File: src/rtl/imm_pkg.sv
// Opcode and immediate-format encodings shared by the decode stage and its extractor.
package imm_pkg;
  localparam logic [6:0] OP_IMM = 7'b0010011;
  localparam logic [6:0] LOAD   = 7'b0000011;
  localparam logic [6:0] JALR   = 7'b1100111;
  localparam logic [6:0] STORE  = 7'b0100011;
  localparam logic [6:0] BRANCH = 7'b1100011;
  localparam logic [6:0] JAL    = 7'b1101111;
  localparam logic [6:0] LUI    = 7'b0110111;
  localparam logic [6:0] AUIPC  = 7'b0010111;
  localparam logic [6:0] OP     = 7'b0110011;

  localparam logic [2:0] IMM_NONE = 3'd0;
  localparam logic [2:0] IMM_I    = 3'd1;
  localparam logic [2:0] IMM_S    = 3'd2;
  localparam logic [2:0] IMM_B    = 3'd3;
  localparam logic [2:0] IMM_U    = 3'd4;
  localparam logic [2:0] IMM_J    = 3'd5;
endpackage

File: src/rtl/imm_extract.sv
// Combinational immediate extraction: classifies the opcode and sign-extends its immediate to XLEN.
module imm_extract
  import imm_pkg::*;
#(
  parameter int XLEN          = 32,
  parameter int ENABLE_U_TYPE = 1
) (
  input  logic [31:0]     instr,
  output logic [XLEN-1:0] imm,
  output logic [2:0]      imm_type,
  output logic            illegal
);
  // Every format fits in 32 bits already sign-extended from instr[31]; widen once at the end.
  logic [31:0] raw;

  always_comb begin
    raw      = '0;
    imm_type = IMM_NONE;
    illegal  = 1'b0;
    case (instr[6:0])
      OP_IMM, LOAD, JALR: begin
        raw      = {{20{instr[31]}}, instr[31:20]};
        imm_type = IMM_I;
      end
      STORE: begin
        raw      = {{20{instr[31]}}, instr[31:25], instr[11:7]};
        imm_type = IMM_S;
      end
      BRANCH: begin
        raw      = {{19{instr[31]}}, instr[31], instr[7], instr[30:25], instr[11:8], 1'b0};
        imm_type = IMM_B;
      end
      LUI, AUIPC: begin
        if (ENABLE_U_TYPE != 0) begin
          raw      = {instr[31:12], 12'b0};
          imm_type = IMM_U;
        end else begin
          illegal = 1'b1;
        end
      end
      JAL: begin
        raw      = {{11{instr[31]}}, instr[31], instr[19:12], instr[20], instr[30:21], 1'b0};
        imm_type = IMM_J;
      end
      OP:      ;
      default: illegal = 1'b1;
    endcase
  end

  assign imm = XLEN'($signed(raw));
endmodule

File: src/rtl/imm_decode_stage.sv
// Registered immediate-decode stage: valid/ready handshake, flush, and a saturating illegal-opcode counter.
module imm_decode_stage
  import imm_pkg::*;
#(
  parameter int XLEN          = 32,
  parameter int ENABLE_U_TYPE = 1,
  parameter int ILLEGAL_CNT_W = 16
) (
  input  logic                     clk,
  input  logic                     rst,
  input  logic                     in_valid,
  output logic                     in_ready,
  input  logic [31:0]              in_instr,
  input  logic                     flush,
  output logic                     out_valid,
  input  logic                     out_ready,
  output logic [31:0]              out_instr,
  output logic [XLEN-1:0]          out_imm,
  output logic [2:0]               out_imm_type,
  output logic                     out_illegal,
  output logic [ILLEGAL_CNT_W-1:0] illegal_count
);
  if (XLEN != 32 && XLEN != 64) begin : g_bad_xlen
    $error("imm_decode_stage: XLEN must be 32 or 64");
  end

  logic [XLEN-1:0] dec_imm;
  logic [2:0]      dec_type;
  logic            dec_illegal;
  logic            accept;

  imm_extract #(
    .XLEN          (XLEN),
    .ENABLE_U_TYPE (ENABLE_U_TYPE)
  ) u_extract (
    .instr    (in_instr),
    .imm      (dec_imm),
    .imm_type (dec_type),
    .illegal  (dec_illegal)
  );

  assign in_ready = !out_valid || out_ready;
  assign accept   = in_valid && in_ready && !flush;

  always_ff @(posedge clk) begin
    if (rst) begin
      out_valid     <= 1'b0;
      out_instr     <= '0;
      out_imm       <= '0;
      out_imm_type  <= IMM_NONE;
      out_illegal   <= 1'b0;
      illegal_count <= '0;
    end else if (flush) begin
      // Incoming beat is consumed by the handshake but discarded.
      out_valid <= 1'b0;
    end else if (accept) begin
      out_valid    <= 1'b1;
      out_instr    <= in_instr;
      out_imm      <= dec_imm;
      out_imm_type <= dec_type;
      out_illegal  <= dec_illegal;
      if (dec_illegal && illegal_count != '1)
        illegal_count <= illegal_count + ILLEGAL_CNT_W'(1);
    end else if (out_ready) begin
      out_valid <= 1'b0;
    end
  end
endmodule
File: config.mk
export PLATFORM = sky130hd
export DESIGN_NAME = imm_decode_stage
export DESIGN_NICKNAME = d
export VERILOG_FILES = /design/src/rtl/imm_pkg.sv /design/src/rtl/imm_extract.sv /design/src/rtl/imm_decode_stage.sv
export SDC_FILE = /design/constraint.sdc
export NUM_CORES = 1
export LEC_CHECK = 0
export BUFFER_PORTS_ARGS = -buffer_cell sky130_fd_sc_hd__buf_2
export CORE_MARGIN = 5
export CORE_UTILIZATION = 45
export CTS_CLUSTER_SIZE = 40
export DETAILED_ROUTE_END_ITERATION = 10
export PLACE_DENSITY_LB_ADDON = 0.12
export REMOVE_ABC_BUFFERS = 1
export SETUP_SLACK_MARGIN = 0.4
export SLEW_MARGIN = 20
export SYNTH_ARGS = -nofsm -noshare
export SYNTH_HDL_FRONTEND = slang
export SYNTH_SLANG_ARGS = --single-unit
File: constraint.sdc
create_clock -name clk -period 1.82 [get_ports clk]
set_input_delay 0.091 -clock clk [delete_from_list [all_inputs] [get_ports clk]]
set_output_delay 0.091 -clock clk [all_outputs]
set_load 0.05 [all_outputs]
==> results of run 1 <==
## tightest hold or removal path: cells and delay by family
family,cells,cell delay (ps)
AO/OA/AOI/OAI,1,50
buffers and inverters,1,120
AND/OR/NAND/NOR,1,50
## state kept, by name (all words and copies together), names as in the netlist
name / flops
out_valid: 1
out_illegal: 1
out_imm: 32
out_imm_type: 3
illegal_count: 16
out_instr: 32
## cells in the mapped netlist, types with 4 or more instances
cell type	count	share of area, %
o21ai_1	10	1.4
o21ai_0	15	2.1
nor3_1	10	1.4
clkbuf_1	21	2.2
nor2_1	5	0.53
o31ai_1	9	1.9
or4_1	9	1.9
a21oi_1	81	12
and3_1	4	0.71
nand2_1	111	12
a222oi_1	4	1.1
nand4_1	4	0.71
nand3_1	12	1.7
dfxtp_1	85	48
buf_2	7	0.99
## power groups by stage
stage	registers, mW	logic [mW]	clock network, mW
finish	1.92	0.702	1.29
global route	1.93	0.741	1.39
CTS	1.92	0.630	1.30
detailed placement	1.96	0.468	0
global placement	1.96	0.461	0
floorplan	2.10	0.122	0
## metrics by stage
stage	power [mW]	worst slack (ps)	utilization, %
6_report	3.92	-25.9	74.8
5_1_grt	4.07	-63.1	74.8
4_1_cts	3.85	54.7	69.0
3_5_place_dp	2.43	20.4	57.0
3_3_place_gp	2.42	52.3	57.0
2_1_floorplan	2.22	-2100	-
## area by class of cell
type | instances | area (sq um)
Multi-Input combinational cell | 318 | 2010
Fill cell | 571 | 1940
Sequential cell | 85 | 1710
Timing Repair Buffer | 214 | 1710
Inverter | 3 | 13.8
Clock inverter | 4 | 51.3
Clock buffer | 10 | 128
Tap cell | 102 | 128
## cells by family (layout without fill, tap and decap cells)
logic type	count (synthesis)	in the layout
simple gates	180	180
compound gates	137	137
flops	85	85
buf+inv	33	231
fa+ha+maj	1	1
## timing repair
action | in CTS | in global routing
pin swaps | 48 | 41
gates cloned | 6 | 3
setup endpoints to repair | 63 | 85
setup buffers | 24 | 11
gates resized for setup | 73 | 86
hold buffers | 18 | 0
endpoints found under the hold margin | 18 | 0
## path summary, 6_finish.rpt
| path | end | slack (ps) | depth (start not counted) |
|---|---|---|---|
| worst max-delay path | out_imm[29] | -30 | 11 |
| worst min-delay path | out_instr[30] | 7 | 3 |
| worst max register to register | out_imm[29] | -30 | 11 |
| worst min register to register | out_instr[6] | 460 | 2 |
## routing by layer
layer  part of all wire [%]  vias up
met1                     40     1969
met2                     50      166
met3                    7.6       20
li1                       -     1946
met4                    1.8        0
met5                      0        -
==> flow_summary_export.csv, run 1 <==
group,metric,value,unit
run_status,status,"finished with violations",
run_status,violations,"setup timing",
route,firstDrtPassIters,5,
floorplan,dieArea,0.00970,sq mm
cts,clockBufferDepth,2,
power_and_ir_drop,comb_power_share,17.9,%
layout,fin_cells,736,
logic_synthesis,yosys.area_share.simple,24.3,%
timing,relSlewSlack,48.3,%
timing,fmax,0.542,GHz
layout,design_area,0.00575,sq mm
timing,tightest_slew,775,ps
run,drv.max_cap_violation_count,0,
logic_synthesis,synth_ff_type,"dfxtp_1",
layout,layout_common_cells,"121 x buf_2, 80 x dfxtp_1, 78 x nand2_1, 73 x a21oi_1, 34 x buf_4",
layout,final_common_cell,"buf_2",
power_and_ir_drop,irDropWorstVdd,404,uV
timing,final-setup-viol-count,2,
power_and_ir_drop,p_leak,2.45,nW
global_route,antenna_found_initial,0,
timing,finalMaxSlewViolations,0,
global_route,use_met1,30.3,%
route,drt-vias-per-instance,5.57,
global_route,grt_pass1_wl,19100,microns
logic_synthesis,yosys.area_share.adder,0.355,%
power_and_ir_drop,p_switching,1.11,mW
route,drcViolationCount,0,
layout,antenna_cells,0,
floorplan,num_io_pins,123,
logic_synthesis,synth_xor_area_share,0,%
timing,period_minus_slack,1850,ps
logic_synthesis,syn_area_per_cell,8.08,sq um
floorplan,fp.dieH,98.5,microns
logic_synthesis,synth_compound_area_share,22.9,%
cts,cts_buffers,9,
placed_design,gp_congestion,0.810,
cts,cts_root_buf,"clkbuf_8",
route,wl_per_cell,17.3,microns
power_and_ir_drop,p_sw_share,28.3,%
power_and_ir_drop,power_density,681,mW/mm^2
critical_path,arrival,2120,ps
cts,cts_htree_levels,3,
logic_synthesis,synth_top_family_by_area,"simple AND/OR/NAND/NOR gates",
power_and_ir_drop,seq_power_share,49.2,%
critical_path,endpoint_kind,"flop",
logic_synthesis,synthDistinctLibCells,50,
layout,syn2layout_area_growth,63.2,%
global_route,grt_usage,24.0,%
critical_path,cp.required,2100,ps
global_route,grt_max_degree,68,
worst_hold_path,hp-start,"in_instr[30]",
placed_design,dp.cells,660,
route,num_vias,4101,
route,detail_route.wirelength,12700,microns
critical_path,regToRegStartpoint,"out_valid",
logic_synthesis,synthCells,436,
placed_design,dp_hpwl,7070,microns
cts,cts_tree,"built",
timing,clock_skew,10.6,ps
timing,finalCritPeriodShare,101,%
global_route,grt_pass1_vias,3871,
floorplan,coreArea,0.00769,sq mm
global_route,grt_busiest_layer,"met2",
critical_path,cp_cell_sequence,"nor2b_4 > buf_6 > buf_6 > buf_6 > inv_4 > nand3b_1 > buf_6 > a31oi_4 > nand2b_4 > clkbuf_16 > o21ai_2",
critical_path,slowest_stage,"dfxtp_2",
logic_synthesis,async_flop_share,0,%
placed_design,placed_area,0.00438,sq mm
critical_path,crit_path_start_kind,"flop",
power_and_ir_drop,power_frac_clock,32.9,%
logic_synthesis,synth_seq_cells,85,
critical_path,critical_path_class,"reg2reg",
route,detail-route-antenna-nets,0,
critical_path,critPathMaxFanout,6,
critical_path,cp_num_buf_inv,6,
logic_synthesis,yosysWarnings,0,
floorplan,start_util,45.8,%
timing,fin_ws,-25.9,ps
critical_path,crit_path_frequent_cell,"buf_6",
timing,hold_violations,0,
critical_path,critPathLaunch,"out_valid",
global_route,overflow,0,
cts,clk_pin_slew_worst_paths,80,ps
worst_hold_path,holdCritPathClass,"in2reg",
logic_synthesis,synth.area.mux_share,0,%
floorplan,placementRows,32,
critical_path,critical_path.top_delay_family,"buffers and inverters",
layout,drive_gt1_share,48.1,%
placed_design,port_buffers,122,
power_and_ir_drop,internal_power,2.81,mW
cts,clk_latency,350,ps
floorplan,die_width,98.5,microns
logic_synthesis,ys_seq_area_share,48.3,%
global_route,met2_usage,39.9,%
timing,tns,-26.9,ps
critical_path,max_stage_delay,330,ps
timing,whs,6.84,ps
layout,nets,669,
route,drtIter0Drc,181,
logic_synthesis,syn-cell-area,0.00352,sq mm
global_route,grt_use_met3,5.94,%
timing,rsz0062_at_grt,"yes",
cts,cts_num_sinks,85,
logic_synthesis,synth_edf_count,0,
Power figures use the tool's default switching activity.
==> run 2, diff against run 1 <==
SKIP_CTS_REPAIR_TIMING = 1   (was not set)
TNS_END_PERCENT = 5   (was not set)
==> flow_summary_export.csv, run 2 (same netlist as run 1, synthesis figures left out) <==
group,metric,value,unit
route,drtIter0Drc,152,
floorplan,fp.dieH,98.5,microns
run,drv.max_cap_violation_count,0,
layout,layout_common_cells,"122 x buf_2, 111 x nand2_1, 84 x dfxtp_1, 78 x a21oi_1, 24 x buf_4",
worst_hold_path,min_path_cells,3,
route,firstDrtPassIters,5,
global_route,met2_usage,33.5,%
layout,nets,617,
cts,cts_tree,"built",
global_route,grt_usage,21.0,%
layout,drive_gt1_share,32.3,%
global_route,grt_pass1_vias,3425,
cts,cts_buffers,9,
floorplan,coreArea,0.00769,sq mm
run_status,violations,"hold timing",
route,detail_route.wirelength,10400,microns
timing,finalMaxSlewViolations,0,
power_and_ir_drop,p_sw_share,27.7,%
cts,cts_htree_levels,3,
floorplan,start_util,45.8,%
power_and_ir_drop,seq_power_share,52.0,%
critical_path,cp_cell_sequence,"nor2b_4 > nor3b_4 > nand4_1 > buf_12 > or4_4 > a21oi_2",
power_and_ir_drop,internal_power,2.67,mW
global_route,use_met1,27.3,%
run_status,status,"finished with violations",
critical_path,r2r_slack,1,ps
critical_path,crit_path_start_kind,"flop",
cts,cts_num_sinks,85,
timing,final-setup-viol-count,0,
timing,tightest_slew,743,ps
critical_path,r2r_end,"illegal_count[3]",
layout,fin_cells,684,
timing,rsz0062_at_grt,"yes",
global_route,grt_use_met3,6.65,%
critical_path,endpoint_kind,"flop",
power_and_ir_drop,irDropWorstVdd,411,uV
critical_path,cp_num_buf_inv,1,
timing,relSlewSlack,50.5,%
layout,final_common_cell,"buf_2",
route,detail-route-antenna-nets,0,
global_route,antenna_found_initial,0,
power_and_ir_drop,comb_power_share,13.4,%
placed_design,dp.cells,660,
route,drt-vias-per-instance,5.40,
floorplan,die_width,98.5,microns
global_route,grt_pass1_wl,16700,microns
floorplan,dieArea,0.00970,sq mm
layout,design_area,0.00474,sq mm
placed_design,dp_hpwl,7070,microns
cts,clk_latency,360,ps
critical_path,arrival,2110,ps
placed_design,gp_congestion,0.810,
layout,syn2layout_area_growth,34.6,%
power_and_ir_drop,power_frac_clock,34.5,%
worst_hold_path,holdPathEnd,"out_instr[17]",
timing,clock_skew,8.36,ps
critical_path,critPathMaxFanout,29,
power_and_ir_drop,p_leak,1.99,nW
power_and_ir_drop,power_density,777,mW/mm^2
floorplan,num_io_pins,123,
timing,hold_violations,7,
power_and_ir_drop,p_switching,1.02,mW
critical_path,critical_path_class,"reg2reg",
layout,antenna_cells,0,
cts,clk_pin_slew_worst_paths,80,ps
layout,utilization,61.7,%
layout,largestRegisters,"out_imm: 32 flops, out_instr: 32 flops, illegal_count: 16 flops",
placed_design,placed_area,0.00438,sq mm
critical_path,max_stage_delay,520,ps
critical_path,reg2reg_depth,6,
critical_path,critical_path.top_delay_family,"simple AND/OR/NAND/NOR gates",
critical_path,regToRegStartpoint,"out_valid",
timing,finalCritPeriodShare,99.9,%
critical_path,cp.required,2110,ps
route,num_vias,3697,
worst_hold_path,hp-start,"in_instr[17]",
global_route,overflow,0,
critical_path,slowest_stage,"or4_4",
worst_hold_path,holdCritPathClass,"in2reg",
timing,period_minus_slack,1820,ps
placed_design,port_buffers,122,
cts,cts_root_buf,"clkbuf_8",
layout,nFillCells,754,
floorplan,placementRows,32,
route,wl_per_cell,15.2,microns
timing,whs,-19.3,ps
timing,fmax,0.550,GHz
route,drcViolationCount,0,
global_route,grt_max_degree,68,
global_route,grt_busiest_layer,"met2",
cts,clockBufferDepth,2,
## run 2: changes by cell type in the layout (fill, tap and decap cells not counted), sizes merged
cell and change:
buf -40, dlygate4sd3 -9, clkbuf -3
## run 2: worst max path at each step
| stage | from | to | slack [ps] | depth (start not counted) |
|---|---|---|---|---|
| finish | out_valid | illegal_count[3] | 1 | 6 |
| global route | out_valid | illegal_count[5] | -100 | 6 |
| CTS | illegal_count[0] | illegal_count[13] | 20 | 5 |
| detailed placement | illegal_count[0] | illegal_count[13] | 20 | 5 |
| global placement | out_valid | out_imm[21] | 50 | 5 |
| floorplan | out_valid | illegal_count[10] | -2100 | 5 |
## run 2: area by class of cell
cell class	count	area, sq um	share of cell area, %
Multi-Input combinational cell	318	1730	36.6
Tap cell	102	128	2.69
Sequential cell	85	1700	35.9
Clock inverter	4	51.3	1.08
Timing Repair Buffer	162	986	20.8
Inverter	3	11.3	0.238
Clock buffer	10	128	2.69
## run 2: metal layers
| metal | wire [microns] | part of all wire (%) |
|---|---|---|
| met1 | 4550 | 44 |
| met2 | 4950 | 48 |
| met3 | 756 | 7.3 |
| met4 | 115 | 1.1 |
| met5 | 0 | 0 |
## run 2: power groups by stage
stage / Clock (mW) / Sequential, mW / Combinational, mW
final: 1.27 / 1.92 / 0.495
after global placement: 0 / 1.96 / 0.461
after CTS: 1.30 / 1.92 / 0.470
after detailed placement: 0 / 1.96 / 0.468
after global routing: 1.39 / 1.92 / 0.533
after floorplan: 0 / 2.10 / 0.122
## run 2: per-stage QoR
stage	setup WS [ps]	hold slack, ps	power (mW)	TNS [ps]
final	1.26	-19.3	3.69	0
after floorplan	-2100	160	2.22	-96610
after global placement	52.3	341	2.42	0
after detailed placement	20.4	344	2.43	0
after global routing	-98.9	0.0321	3.85	-795
after CTS	15.3	-34.7	3.68	0
## run 2: worst register-to-register path: stages (launching register included)
cell and delay [ps]:
dfxtp_2 330, nor2b_4 130, nor3b_4 260, nand4_1 180, buf_12 210, or4_4 520
a21oi_2 130
==> run 3, diff against run 2 <==
SETUP_SLACK_MARGIN = 0.05   (was 0.4)
==> flow_summary_export.csv, run 3 (same netlist as run 1, synthesis figures left out) <==
group,metric,value,unit
timing,rsz0062_at_grt,"yes",
layout,antenna_cells,0,
power_and_ir_drop,p_switching,1.02,mW
critical_path,critical_path.top_delay_family,"simple AND/OR/NAND/NOR gates",
critical_path,cp_cell_sequence,"nor2b_4 > nor3b_4 > nand4_1 > buf_12 > or4_4 > a21oi_2",
timing,period_minus_slack,1810,ps
timing,clock_skew,10.5,ps
critical_path,cp_num_buf_inv,1,
cts,clk_latency,360,ps
layout,nFillCells,755,
cts,cts_num_sinks,85,
critical_path,endpoint_kind,"flop",
route,detail_route.wirelength,10300,microns
global_route,grt_max_degree,68,
route,detail-route-antenna-nets,0,
timing,tightest_slew,742,ps
placed_design,dp_hpwl,7070,microns
critical_path,arrival,2100,ps
route,drcViolationCount,0,
critical_path,slowest_stage,"or4_4",
run,drv.max_cap_violation_count,0,
power_and_ir_drop,power_frac_clock,34.7,%
critical_path,r2r_slack,10,ps
critical_path,max_stage_delay,510,ps
route,wl_per_cell,15.0,microns
route,firstDrtPassIters,4,
worst_hold_path,holdCritPathClass,"in2reg",
floorplan,placementRows,32,
cts,clockBufferDepth,2,
route,drtIter0Drc,149,
floorplan,start_util,45.8,%
timing,fmax,0.554,GHz
floorplan,num_io_pins,123,
power_and_ir_drop,p_sw_share,27.7,%
layout,nets,618,
floorplan,fp.dieH,98.5,microns
power_and_ir_drop,total_power,3.68,mW
timing,final-setup-viol-count,0,
global_route,grt_pass1_wl,16700,microns
global_route,grt_usage,21.0,%
layout,drive_gt1_share,31.6,%
layout,largestRegisters,"out_imm: 32 flops, out_instr: 32 flops, illegal_count: 16 flops",
global_route,overflow,0,
critical_path,cp.required,2120,ps
global_route,grt_pass1_vias,3425,
run_status,violations,"hold timing",
layout,fin_cells,685,
floorplan,dieArea,0.00970,sq mm
cts,cts_buffers,9,
timing,finalCritPeriodShare,99.2,%
layout,layout_common_cells,"122 x buf_2, 111 x nand2_1, 84 x dfxtp_1, 78 x a21oi_1, 28 x buf_4",
critical_path,critical_path_class,"reg2reg",
global_route,antenna_found_initial,0,
power_and_ir_drop,comb_power_share,13.3,%
cts,clk_pin_slew_worst_paths,90,ps
timing,tns,0,ps
timing,whs,-18.8,ps
timing,hold_violations,7,
floorplan,coreArea,0.00769,sq mm
placed_design,gp_congestion,0.810,
cts,cts_root_buf,"clkbuf_8",
placed_design,dp.cells,660,
layout,final_common_cell,"buf_2",
placed_design,port_buffers,122,
timing,finalMaxSlewViolations,0,
cts,cts_tree,"built",
power_and_ir_drop,irDropWorstVdd,412,uV
cts,cts_htree_levels,3,
route,drt-vias-per-instance,5.36,
power_and_ir_drop,p_leak,1.98,nW
floorplan,die_width,98.5,microns
run_status,status,"finished with violations",
power_and_ir_drop,power_density,782,mW/mm^2
critical_path,crit_path_start_kind,"flop",
timing,relSlewSlack,50.5,%
route,num_vias,3671,
power_and_ir_drop,seq_power_share,52.1,%
power_and_ir_drop,internal_power,2.66,mW
critical_path,critPathMaxFanout,29,
layout,syn2layout_area_growth,33.7,%
-- run 3: worst paths after layout --
path	start	cells past startpoint	endpoint
setup / recovery	out_valid	6	illegal_count[8]
hold / removal	in_instr[17]	3	out_instr[17]
setup reg to reg	out_valid	6	illegal_count[8]
hold reg to reg	out_imm[20]	2	out_imm[20]
-- run 3: routing by layer --
layer | GRT usage, % | vias up | part of all wire (%)
met5 | 0 | - | 0
met4 | 5.99 | 0 | 1.2
met3 | 6.65 | 11 | 7.1
met2 | 33.5 | 100 | 48
met1 | 27.3 | 1737 | 44
li1 | - | 1823 | -
-- run 3: per-stage QoR --
step / hold slack (ps) / setup WS, ps / utilization [%] / area, sq um
2_1_floorplan: 160 / -2100 / - / 3390
3_3_place_gp: 341 / 52.3 / 57.0 / 4380
3_5_place_dp: 344 / 20.4 / 57.0 / 4380
4_1_cts: -34.7 / 15.3 / 59.3 / 4560
5_1_grt: 1.07 / -99.1 / 61.3 / 4710
6_report: -18.8 / 14.1 / 61.3 / 4710
-- run 3: area by class of cell --
class | count | area, sq um | area share [%]
multi-input combinational | 318 | 1720 | 36.5
sequential | 85 | 1700 | 36.1
timing repair buffer | 163 | 972 | 20.6
clock buffer | 10 | 128 | 2.71
tap | 102 | 128 | 2.71
clock inverter | 4 | 51.3 | 1.09
inverter | 3 | 11.3 | 0.239
-- run 3: worst min-delay path, cell delays in order --
cell	delay [ps]
buf_2	110
nand2_1	50
a21oi_1	50
-- run 3: power by group through the flow --
stage | clock [mW] | combinational [mW] | sequential [mW]
after floorplan | 0 | 0.122 | 2.10
after global placement | 0 | 0.461 | 1.96
after detailed placement | 0 | 0.468 | 1.96
after CTS | 1.30 | 0.470 | 1.92
after global routing | 1.39 | 0.529 | 1.92
final | 1.28 | 0.489 | 1.92
